`src/rtl/alu_arb_pkg.sv`:
```
// Shared types and constants for the ALU arbiter: FSM states, ALU function codes, lock limit.
package alu_arb_pkg;

    typedef enum logic [1:0] {
        IDLE = 2'd0,
        EXEC = 2'd1,
        RESP = 2'd2
    } state_t;

    localparam logic [2:0] F_AND = 3'b000;
    localparam logic [2:0] F_OR  = 3'b001;
    localparam logic [2:0] F_ADD = 3'b010;
    localparam logic [2:0] F_SUB = 3'b110;
    localparam logic [2:0] F_SLT = 3'b111;

    localparam int LOCK_MAX = 4;

    function automatic int wrap_inc(input int idx, input int num);
        return (idx + 1 >= num) ? 0 : idx + 1;
    endfunction

endpackage

```
`src/rtl/alu.sv`:
```
// Combinational N-bit ALU: f[2] inverts B (with carry-in), f[1:0] picks AND/OR/SUM/SLT.
// Latency: 0 cycles. Backpressure: none.
// Overflow is reported for SUM only; SLT is a true signed compare.
module alu
    import alu_arb_pkg::*;
#(
    parameter int N = 32
) (
    input  logic [N-1:0] a,
    input  logic [N-1:0] b,
    input  logic [2:0]   f,
    output logic [N-1:0] y,
    output logic         o,
    output logic         z
);

    logic [N-1:0] bb;
    logic [N-1:0] sum;
    logic         ovf;

    assign bb  = f[2] ? ~b : b;
    assign sum = a + bb + {{(N-1){1'b0}}, f[2]};
    assign ovf = (a[N-1] == bb[N-1]) && (sum[N-1] != a[N-1]);

    always_comb begin
        y = '0;
        o = 1'b0;
        case (f[1:0])
            F_AND[1:0]: y = a & bb;
            F_OR[1:0]:  y = a | bb;
            F_ADD[1:0]: begin
                y = sum;
                o = ovf;
            end
            default:    y = {{(N-1){1'b0}}, sum[N-1] ^ ovf};
        endcase
    end

    assign z = (y == '0);

endmodule

```
`src/rtl/rr_arbiter.sv`:
```
// Combinational round-robin select: first asserted req at or after rr_ptr, wrapping.
// Latency: 0 cycles (pure logic). Backpressure: none, caller qualifies the grant.
// Outputs one-hot grant, encoded index and an any-grant flag.
module rr_arbiter #(
    parameter int NUM_REQ = 4,
    parameter int IDW     = 2
) (
    input  logic [NUM_REQ-1:0] req,
    input  logic [IDW-1:0]     rr_ptr,
    output logic [NUM_REQ-1:0] grant_oh,
    output logic [IDW-1:0]     grant_idx,
    output logic               any_grant
);

    always_comb begin
        int idx;
        idx       = 0;
        grant_oh  = '0;
        grant_idx = '0;
        any_grant = 1'b0;
        for (int k = 0; k < NUM_REQ; k++) begin
            idx = int'(rr_ptr) + k;
            if (idx >= NUM_REQ) idx = idx - NUM_REQ;
            if (!any_grant && req[idx]) begin
                any_grant     = 1'b1;
                grant_idx     = IDW'(idx);
                grant_oh[idx] = 1'b1;
            end
        end
    end

endmodule

```
`src/rtl/alu_arbiter.sv`:
```
// Shares one ALU among NUM_REQ requesters with round-robin grant; optional lock via ALU_ARB_LOCK_EN.
// Latency: accept to rsp_valid is 2 cycles; one operation in flight, 3-cycle minimum occupancy.
// Backpressure: rsp_* held until rsp_ready; no req_ready is raised outside IDLE.
module alu_arbiter
    import alu_arb_pkg::*;
#(
    parameter int N       = 32,
    parameter int NUM_REQ = 4,
    parameter int IDW     = 2
) (
    input  logic                 clk,
    input  logic                 reset,
    input  logic [NUM_REQ-1:0]   req_valid,
    output logic [NUM_REQ-1:0]   req_ready,
    input  logic [NUM_REQ*N-1:0] req_a,
    input  logic [NUM_REQ*N-1:0] req_b,
    input  logic [NUM_REQ*3-1:0] req_f,
`ifdef ALU_ARB_LOCK_EN
    input  logic [NUM_REQ-1:0]   req_lock,
`endif
    output logic                 rsp_valid,
    input  logic                 rsp_ready,
    output logic [IDW-1:0]       rsp_id,
    output logic [N-1:0]         rsp_y,
    output logic                 rsp_o,
    output logic                 rsp_z,
    output logic                 busy
);

    state_t               state, state_nxt;
    logic [NUM_REQ-1:0]   grant_oh;
    logic [IDW-1:0]       grant_idx;
    logic                 any_grant;
    logic [IDW-1:0]       rr_ptr, rr_ptr_nxt, ptr_inc;
    logic [N-1:0]         op_a, op_b;
    logic [2:0]           op_f;
    logic [IDW-1:0]       op_id;
    logic [N-1:0]         alu_y;
    logic                 alu_o, alu_z;
    logic                 accept, rsp_hs;

    rr_arbiter #(.NUM_REQ(NUM_REQ), .IDW(IDW)) u_rr (
        .req       (req_valid),
        .rr_ptr    (rr_ptr),
        .grant_oh  (grant_oh),
        .grant_idx (grant_idx),
        .any_grant (any_grant)
    );

    alu #(.N(N)) u_alu (
        .a (op_a),
        .b (op_b),
        .f (op_f),
        .y (alu_y),
        .o (alu_o),
        .z (alu_z)
    );

    always_ff @(posedge clk) begin
        if (reset) state <= IDLE;
        else       state <= state_nxt;
    end

    always_comb begin
        state_nxt = state;
        case (state)
            IDLE:    if (any_grant) state_nxt = EXEC;
            EXEC:    state_nxt = RESP;
            RESP:    if (rsp_ready) state_nxt = IDLE;
            default: state_nxt = IDLE;
        endcase
    end

    always_comb begin
        req_ready = '0;
        if (state == IDLE && !reset) req_ready = grant_oh;
        accept = (state == IDLE) && any_grant && !reset;
        rsp_hs = (state == RESP) && rsp_ready;
        busy   = (state != IDLE);
    end

    assign ptr_inc = IDW'(wrap_inc(int'(op_id), NUM_REQ));

`ifdef ALU_ARB_LOCK_EN
    logic [1:0] lock_cnt;
    logic       lock_hold;

    // Lock keeps the pointer on the holder until it has had LOCK_MAX back-to-back grants.
    assign lock_hold = req_lock[op_id] && (lock_cnt < 2'(LOCK_MAX - 1));

    always_ff @(posedge clk) begin
        if (reset) begin
            lock_cnt <= '0;
        end else if (rsp_hs) begin
            if (lock_hold) lock_cnt <= (op_id == rr_ptr) ? lock_cnt + 2'd1 : 2'd1;
            else           lock_cnt <= '0;
        end
    end

    always_comb begin
        rr_ptr_nxt = rr_ptr;
        if (rsp_hs) rr_ptr_nxt = lock_hold ? op_id : ptr_inc;
    end
`else
    always_comb begin
        rr_ptr_nxt = rr_ptr;
        if (rsp_hs) rr_ptr_nxt = ptr_inc;
    end
`endif

    always_ff @(posedge clk) begin
        if (reset) begin
            rr_ptr    <= '0;
            op_a      <= '0;
            op_b      <= '0;
            op_f      <= '0;
            op_id     <= '0;
            rsp_valid <= 1'b0;
            rsp_id    <= '0;
            rsp_y     <= '0;
            rsp_o     <= 1'b0;
            rsp_z     <= 1'b0;
        end else begin
            rr_ptr <= rr_ptr_nxt;
            if (accept) begin
                op_a  <= req_a[int'(grant_idx)*N +: N];
                op_b  <= req_b[int'(grant_idx)*N +: N];
                op_f  <= req_f[int'(grant_idx)*3 +: 3];
                op_id <= grant_idx;
            end
            if (state == EXEC) begin
                rsp_y     <= alu_y;
                rsp_o     <= alu_o;
                rsp_z     <= alu_z;
                rsp_id    <= op_id;
                rsp_valid <= 1'b1;
            end
            if (rsp_hs) rsp_valid <= 1'b0;
        end
    end

endmodule

```
`config.mk`:
```
export PLATFORM = sky130hd
export DESIGN_NAME = alu_arbiter
export DESIGN_NICKNAME = d
export VERILOG_FILES = /design/src/rtl/alu_arb_pkg.sv /design/src/rtl/alu.sv /design/src/rtl/rr_arbiter.sv /design/src/rtl/alu_arbiter.sv
export SDC_FILE = /design/constraint.sdc
export NUM_CORES = 1
export LEC_CHECK = 0
export CORE_AREA = 2 2 170 172
export DETAILED_ROUTE_END_ITERATION = 8
export DIE_AREA = 0 0 172 174
export PLACE_DENSITY = 0.61
export SLEW_MARGIN = 20
export SYNTH_ARGS = -nofsm -noshare
export SYNTH_HDL_FRONTEND = slang
export SYNTH_SLANG_ARGS = --single-unit
```
`constraint.sdc`:
```
create_clock -name clk -period 5.94 [get_ports clk]
set_clock_uncertainty 0.1 [all_clocks]
set_input_delay 1.188 -clock clk [delete_from_list [all_inputs] [get_ports clk]]
set_output_delay 1.188 -clock clk [all_outputs]
set_load 0.05 [all_outputs]
```
* Yosys cells after proc, flatten, opt, wreduce, memory -nomap -nowiden
Cells that the tools add are included.
** Word-level totals
- Word-level logic and storage cells :: 119
- Input port bits :: 275
- Output and inout port bits :: 42
- Register bits :: 110
** Operators by class
- Add/subtract/negate cells :: 10
- Equality and inequality tests :: 8
- Multiplexer cells :: 44
- Bitwise logic cells :: 7
- Reductions and logical operators :: 22
- $lt $le $gt $ge :: 13
- $mul :: 1
- Shift operators :: 3
** Operators by type and width (number)
- variable part select 128 x 8 -> 32 bit :: 2
- two-way mux 32 bit :: 5
- >= comparator 32 x 1 -> 1 bit, second input constant :: 4
- less-than comparator 32 x 4 -> 1 bit, second input constant :: 4
- >= comparator 32 x 4 -> 1 bit, second input constant :: 3
- one-hot mux 32 bit (3 select lines) :: 1
- subtractor 32 x 4 -> 32 bit, second input constant :: 3
- adder 32 x 1 -> 32 bit :: 1
- adder 32 bit :: 1
- bitwise AND 32 bit :: 1
- logical NOT 32 bit :: 1
- inverter 32 bit :: 1
- OR 32 bit :: 1
- two-way mux 4 bit :: 5
- two-way mux 1 bit :: 17
- two-way mux 2 bit :: 7
- logical AND 1 bit :: 12
- OR 4 bit :: 3
- variable part select 12 x 5 -> 3 bit :: 1
- binary-select mux 1 bit (select 2 bit) :: 4
- demux 1 bit (select 2 bit) :: 4
- adder 2 x 1 -> 3 bit, second input constant :: 2
- adder 2 x 2 -> 3 bit, second input constant :: 2
- one-hot mux 2 bit (3 select lines) :: 1
- other kinds (15) :: 22

* Longest topological paths before layout
Gate-level depths: netlist of the first run.
- Depth in word-level cells :: 17
- Gate-level depth with buffers :: 25
- Depth with buffers taken out :: 22

* Hierarchy
From an unflattened synthesis of the first run, not the netlist that was laid out.
** Unflattened totals
- Cells, all modules :: 1164
- Area total of the unflattened synthesis :: 9654.3 µm²
** Modules (own cells, without submodules)
- alu_arbiter :: instances 1, cells each 563, area each 5610.4 µm²
- alu :: instances 1, cells each 553, area each 3583.4 µm²
- rr_arbiter :: instances 1, cells each 48, area each 460.4 µm²

* Least setup slack after synthesis of the first run
No wires, ideal clock.
- Kind :: register -> register
- From :: reg op_f[2]
- To :: reg rsp_z
- Library setup time :: 0.069 ns
- Path slack :: 0.443 ns
- Path buffers :: 3
- Cell stages (with the launch flop) :: 26
- Data required time :: 5.771 ns
- Arrival :: 5.328 ns
- Cell sequence :: dfxtp_1 buf_4 buf_1 xor2_1 inv_1 ha_1 clkbuf_1 nand3_1 nor3_1 o2111ai_1 nand3_1 o21ai_1 o21ai_0 a21o_1 a21oi_1 fa_1 inv_1 mux2i_1 o22ai_1 or4_1 nor3_1 and4b_1 nand4_1 or4_1 or4_1 o21ai_1
** On the way
- Word-level cells in the longest chain between the ends :: 8
** Ends and longest elaborated chain
- start, declared :: RTL line alu_arbiter.sv:36 : logic [2:0] op_f;
- start signal, assigned :: RTL line alu_arbiter.sv:128 : op_f <= req_f[int'(grant_idx)*3 +: 3];
- two-way mux 32 bit :: RTL line alu.sv:21 : assign bb = f[2] ? ~b : b;
- adder 32 bit :: RTL line alu.sv:22 : assign sum = a + bb + {{(N-1){1'b0}}, f[2]};
- adder 32 x 1 -> 32 bit :: RTL line alu.sv:22
- inequality test 1 bit :: RTL line alu.sv:23 : assign ovf = (a[N-1] == bb[N-1]) && (sum[N-1] != a[N-1]);
- logical AND 1 bit :: RTL line alu.sv:23
- XOR 1 bit :: RTL line alu.sv:35 : default: y = {{(N-1){1'b0}}, sum[N-1] ^ ovf};
- one-hot mux 32 bit (3 select lines) * :: RTL line alu.sv:28 : case (f[1:0])
- logical NOT 32 bit * :: RTL line alu.sv:39 : assign z = (y == '0);
- end signal, assigned :: RTL line alu_arbiter.sv:134 : rsp_z <= alu_z;
- end, declared :: RTL line alu_arbiter.sv:26 : output logic rsp_z,
Every way passes the cells marked *; elsewhere a longest branch is shown, timed or not.
A chain may end at the register's enable or synchronous reset.

* Final worst setup path of the first run
Same ends and word-level chain as after synthesis.

==> impl_results.md, run 1 <==
* Critical path, cell by cell: buf_12 -> xor2_1 -> inv_1 -> ha_1 -> a21oi_1 -> o211ai_1 -> a31o_2 -> a21bo_2 -> o21ai_1 -> o21ai_1 -> a21o_1 -> a21oi_1 -> fa_1 -> inv_1 -> mux2i_1 -> o22ai_1 -> or4_1 -> nor3_1 -> and4b_1 -> nand4_1 -> or4_1 -> or4_1 -> o21ai_1
* Warnings, synthesis at 0
* Mapped Area at 9650 um2
* CTS tree: yes
* Setup TNS Final at 0 ps
* DR WL met2 at 16,800 um
* P_leak at 0.00572 uW
* Vias in the first global route at 10,100
* Setup crit start kind: register
* DP HPWL at 29,100 um
* DRC at 0
* Initial antenna violation count at 0
* Register area share after synthesis at 22.8%
* CTS H-Tree Depth at 3
* Max capacitance violation total at 0
* Hold path endpoint: rsp_y[8]
* Syn Nets at 1,791
* Worst flop-to-flop path startpoint: op_f[2]
* Mapped Cells at 1,444
* Synth Register Bits at 110
* Netlist cell types at 73
* Die Wd at 172 um
* Met3 Wirelength at 2350 um
* FF-to-FF path depth at 23
* Critical-path top delay cell: fa_1
* Main combinational cell family by area after synthesis: simple AND/OR/NAND/NOR gates
* Worst hold path class: register to register
* Worst path required time at 6130 ps
* Tot Pwr at 3390 uW
* Multi-input gate area at 6790 um2
* Fill cells at 2,973
* DRT iter0 DRCs at 615
* Remaining global-route overflow at 0
* Ys flop type: dfxtp_1
* Avg Cell Area, Syn at 6.68 um2
* Starting Density at 34.2%
* Total GRT Usage at 24.5%
* Vias post-DR at 10,800
* Post-synthesis simple-gate area fraction at 29.8%
* Yosys top cell area share at 22.8%
* DR vias/cell at 5.18
* Worst IR Drop VDD at 148 uV
* CTS Buffer Depth at 2
* Min-Delay Startpoint: rsp_y[8]
* Synth area leader: dfxtp_1
* Final critical-path share of the clock period at 93.4%
* Worst-Margin Slew at 814 ps
* Port Buffers at 316
* Fmax at 180 MHz
* R2R Path End: rsp_z
* Rel. slew slack at 45.7%
* Mux share of post-synthesis cell area at 0.985%
* Largest stage delay, worst path at 520 ps
* N_diodes at 0
* WL final at 37,300 um
* Hold Buf Count CTS at 0
* Final setup viols at 0
* Root buf cell: clkbuf_16
* Setup CP Type: register to register
* M1 WL at 17,400 um
* Min Hold Slack at 362 ps
* Clock sink total at 110
* DR top layer: met4
* Largest net degree at the start of global routing at 85
* Top cells by area, synth: dfxtp_1 (23%), nand2_1 (16%), ha_1 (9.1%)
* Core area at 28,200 um2
* Synth Area in Adders at 9.49%
* Register Area at 2200 um2
* Crit-path max FO at 17
* Result of the run: finished clean
* EDFF count, synth at 0
* First-pass GRT wire length at 56,700 um
* Io pins at 317
* Die Y at 174 um
* Worst path top cell family by delay: simple AND/OR/NAND/NOR gates
* Post-DR wirelength/cell at 17.9 um
* TritonCTS buffer count at 9
* Pwr/cell area at 251 nW/um2
* Synth-to-Final Area Change at 39.6%
* Hold Crit Depth at 2
* Clk pin slew, worst setup/hold paths at 80 ps
* Final #Nets at 2,038
* Standard-cell row count at 62
* Setup crit start: op_f[2]
* DIE AREA at 29,900 um2
* Layout cells sized above 1 at 4.83%
* Final hold viol count at 0
* Asr flop ratio synth at 0%
* Post-Synth XOR/XNOR Area at 5.35%
* Buf+Inv Stages, Crit Path at 3
* Latest clock arrival within the worst-skew pair at 360 ps
* RD Place Congestion at 0.943
* Worst Path Arrival at 5740 ps
* Final slew viol count at 0
* Crit end category: register
* Min cycle time layout at 5550 ps
* Pre-antenna DRT Iters at 7
* Post-route ant nets at 0
* Compound-Gate Fraction of Synth Area at 24.2%
* Worst R2R Setup Slack at 390 ps
-- Yosys cell counts (4+ instances only) --
library cell,count
a22oi_1,6
xnor2_1,12
a221oi_1,19
a21o_1,10
o22ai_1,4
nand2b_1,12
nor3_1,14
nand3_1,72
and2_1,4
ha_1,70
inv_1,72
xor2_1,47
o21a_1,4
a21oi_1,91
o211ai_1,48
buf_1,15
dfxtp_1,110
nor2b_1,8
o21ai_1,6
a221oi_2,5
a211oi_1,33
buf_2,9
nand2_1,410
or3_1,4
o21ai_0,58
o31ai_1,16
nand4_1,10
clkbuf_1,81
nor2_1,99
nand3b_1,18
mux2i_1,5
a211o_1,7
-- metrics by stage --
stage          instance area (um2)  util, %  setup slack, ps  std cells
2_1_floorplan                 9650        -              443       1444
3_3_place_gp                 13100     46.6              430       2062
3_5_place_dp                 13100     46.6              346       2062
4_1_cts                      13400     47.6              277       2078
5_1_grt                      13500     47.7            -7.66       2080
6_report                     13500     47.7              391       2080
-- worst max-delay path by stage --
stage | end | depth (start not counted)
final | rsp_z | 23
after global routing | rsp_z | 23
after CTS | rsp_z | 23
after detailed placement | rsp_z | 23
after global placement | rsp_z | 23
after floorplan | rsp_z | 25
-- cell usage in the layout (no fill, tap or decap), types with 5 or more instances in the layout --
| cell | count |
|---|---|
| o21ai_0 | 57 |
| clkbuf_16 | 10 |
| a21o_1 | 10 |
| nand4_1 | 10 |
| nor2b_1 | 7 |
| nand3b_1 | 18 |
| a22oi_1 | 6 |
| nor2_1 | 98 |
| a211o_1 | 7 |
| nand3_1 | 72 |
| o211ai_1 | 48 |
| ha_1 | 69 |
| dfxtp_1 | 109 |
| a211oi_1 | 33 |
| xnor2_1 | 12 |
| nand2_1 | 410 |
| a21oi_1 | 91 |
| inv_1 | 72 |
| nand2b_1 | 12 |
| a221oi_1 | 19 |
| o21ai_1 | 7 |
| xor2_1 | 47 |
| nor3_1 | 13 |
| a221oi_2 | 5 |
| mux2i_1 | 5 |
| buf_4 | 24 |
| clkdlybuf4s50_1 | 315 |
| o31ai_1 | 15 |
-- registers in the layout (all words and copies together), names as in the netlist, 2 cells and up --
signal and cells:
state 2, op_id 2, rr_ptr 2, rsp_y 32, rsp_id 2, op_a 32, op_f 3, op_b 32
-- logic make-up after synthesis --
kind of cell,Yosys count
compound gates,342
xor+xnor,59
fa+ha+maj,72
buf+inv,181
flops,110
mux,8
simple gates,672
-- timing repair --
action / CTS / global route
setup buffers: 0 / 1
gates resized for setup: 0 / 3
endpoints found under the setup margin: 0 / 1
-- metal layers --
metal | vias up | global-route usage, %
met5 | - | 0
met4 | 0 | 6.23
met3 | 41 | 4.62
met2 | 346 | 38.8
met1 | 4953 | 33.9
li1 | 5438 | -
-- tightest hold or removal path: stages, from the launching register on --
cell and delay, ps:
dfxtp_1 320, nand2_1 50, a21oi_1 50
-- area by class of cell --
class	instances	share of cell area (%)
Clock buffer	11	1.80
Timing Repair Buffer	344	25.5
Tap cell	384	3.56
Multi-Input combinational cell	1153	50.4
Clock inverter	5	0.390
Sequential cell	110	16.3
Inverter	73	2.03
-- where the power goes --
group          internal [uW]  total [uW]  switching, uW
clock                    307         623            316
combinational            742        1840           1100
sequential               833         921           88.3
total                   1880        3390           1510
Power figures use the tool's default switching activity.
==> inputs of run 2 (changes only) <==
--- a/config.mk
+++ b/config.mk
@@ -6,9 +6,11 @@
 export NUM_CORES = 1
 export LEC_CHECK = 0
 export CORE_AREA = 2 2 170 172
+export CTS_CLUSTER_SIZE = 14
 export DETAILED_ROUTE_END_ITERATION = 8
 export DIE_AREA = 0 0 172 174
 export PLACE_DENSITY = 0.61
+export SKIP_CTS_REPAIR_TIMING = 1
 export SLEW_MARGIN = 20
 export SYNTH_ARGS = -nofsm -noshare
 export SYNTH_HDL_FRONTEND = slang
==> results of run 2 <==
Final layout, timing and power as in run 1 (identical DEF).
==> edit (config.mk and constraints of run 1) <==
Re-encode `state_t` (3 states) as one-hot, 3 bits wide.
--- a/src/rtl/alu_arb_pkg.sv
+++ b/src/rtl/alu_arb_pkg.sv
@@ -3,6 +3,6 @@
 
-    typedef enum logic [1:0] {
-        IDLE = 2'd0,
-        EXEC = 2'd1,
-        RESP = 2'd2
+    typedef enum logic [2:0] {
+        IDLE = 3'b001,
+        EXEC = 3'b010,
+        RESP = 3'b100
     } state_t;
Check against the original RTL: same outputs for any inputs over 4 cycles, from zero or initial values and one cycle with reset high; so few cycles prove little.
==> edit against run 1 <==
Sequential cell count grew 1. Sequential power grew 0.7%. Critical endpoint is now rsp_z. Total power shrank 5.8%. Synthesized cell count is essentially flat. Area after synthesis shrank 1.2%. Wire length grew 1.0%. Via count is essentially flat. Setup slack gained 29 ps. Cell count is essentially flat. Critical path type unchanged. Critical path depth shrank 1. Largest cell class unchanged. Core utilization shrank 0.52 points. Cell area shrank 1.1%. Fmax grew 0.53%.
==> edit: results (changes against run 1) <==
[outcome]
status = finished, final reports clean  ; unchanged

[worst_setup_path]
cp.arrival_ps = 5700  ; was 5740 ps
cp_max_fo = 15  ; was 17
slowest_stage = dfxtp_2  ; was fa_1
startpoint_type = flop  ; unchanged
ff2ff_path_depth = 22  ; was 23
r2r-end = rsp_z  ; unchanged
crit_path_max_incr_delay_ps = 560  ; was 520 ps
r2r-start = op_f[2]  ; unchanged
critPathTopFamily = compound AO/OA/AOI/OAI gates  ; was simple AND/OR/NAND/NOR gates

[grt]
grt_use_met2_pct = 39.99  ; was 38.84%
grt_use_met1_pct = 34.12  ; was 33.93%
grt_pass1_wl_um = 57120  ; was 56740 um
grt_pass1_vias = 10140  ; was 10100
grt_max_degree = 111  ; was 85
use_met3_pct = 4.372  ; was 4.622%

[yosys]
synth_common_cells = nand2_1 (359), nand3_1 (209), dfxtp_1 (111), nor2_1 (100), a21oi_1 (83)  ; was nand2_1 (410), dfxtp_1 (110), nor2_1 (99), a21oi_1 (91), clkbuf_1 (81)
synth-seq-area-share_pct = 23.31  ; was 22.81%
synthTopCellsByArea = dfxtp_1 (23%), nand2_1 (14%), nand3_1 (11%)  ; was dfxtp_1 (23%), nand2_1 (16%), ha_1 (9.1%)
synth_fa_ha_area_share_pct = 9.606  ; was 9.488%
synth-xor-area-share_pct = 5.328  ; was 5.353%
syn_nets = 1792  ; was 1791
synthMuxAreaShare_pct = 1.929  ; was 0.9851%
postSynthAreaPerCell_um2 = 6.598  ; was 6.685 um^2

[place]
dp_cells = 2067  ; was 2062
place_area_um2 = 13060  ; was 13150 um^2
post-place-ws_ps = 375.1  ; was 345.6 ps
routabilityCongestion = 0.9330  ; was 0.9434
dp_hpwl_um = 30310  ; was 29140 um

[power]
irDropWorstVdd_mv = 0.1495  ; was 0.1483 mV
seqPwrFrac_pct = 29.0  ; was 27.2%
leakage_nw = 5.414  ; was 5.718 nW
combPwrFrac_pct = 52.3  ; was 54.4%
power.switching_w = 0.001382  ; was 0.001505 W

[route]
wl_met3_um = 2285  ; was 2345 um
first_pass_iters = 5  ; was 7
met1_length_um = 17570  ; was 17390 um
routed_wl_um = 37680  ; was 37290 um
drtIter0Drc = 661  ; was 615
top_layer = met5  ; was met4
dr_wl_met2_um = 17200  ; was 16770 um

[hold_path]
hold_class = reg2reg  ; unchanged

[finish]
drive_above_1_share_pct = 4.122  ; was 4.835%
multiInputGateArea_um2 = 6643  ; was 6789 um^2
fin_nets = 2041  ; was 2038

[timing]
fin_crit_sh_pct = 92.92  ; was 93.41%
slew_headroom_pct = 39.35  ; was 45.73%

## edit: changes by cell type in the layout (fill, tap and decap cells not counted), moves of 8 or more
cell,before,now
a21oi_1,91,83
a221oi_1,19,11
nand2_1,410,359
nand3_1,72,209
nand3b_1,18,3
o211ai_1,48,6
o21ai_0,57,39
o21ai_1,7,15
o31ai_1,15,24
xor2_1,47,39
## edit: worst min-delay path by stage
stage | startpoint | end | slack [ps] | cells after the start
final | rsp_id[0] | rsp_id[0] | 360 | 2
after global placement | rsp_id[1] | rsp_id[1] | 350 | 2
after floorplan | op_b[12] | op_b[12] | 350 | 2
after CTS | rsp_id[0] | rsp_id[0] | 360 | 2
after global routing | rsp_id[0] | rsp_id[0] | 390 | 2
after detailed placement | rsp_id[0] | rsp_id[0] | 350 | 2
## edit: area by class of cell
class / instances / area share, %
well taps: 384 / 3.603
repair buffers: 341 / 25.56
clock buffers: 10 / 1.792
clock inverters: 5 / 0.2909
flip-flops and latches: 111 / 16.68
inverters: 80 / 2.252
multi-input cells: 1151 / 49.82
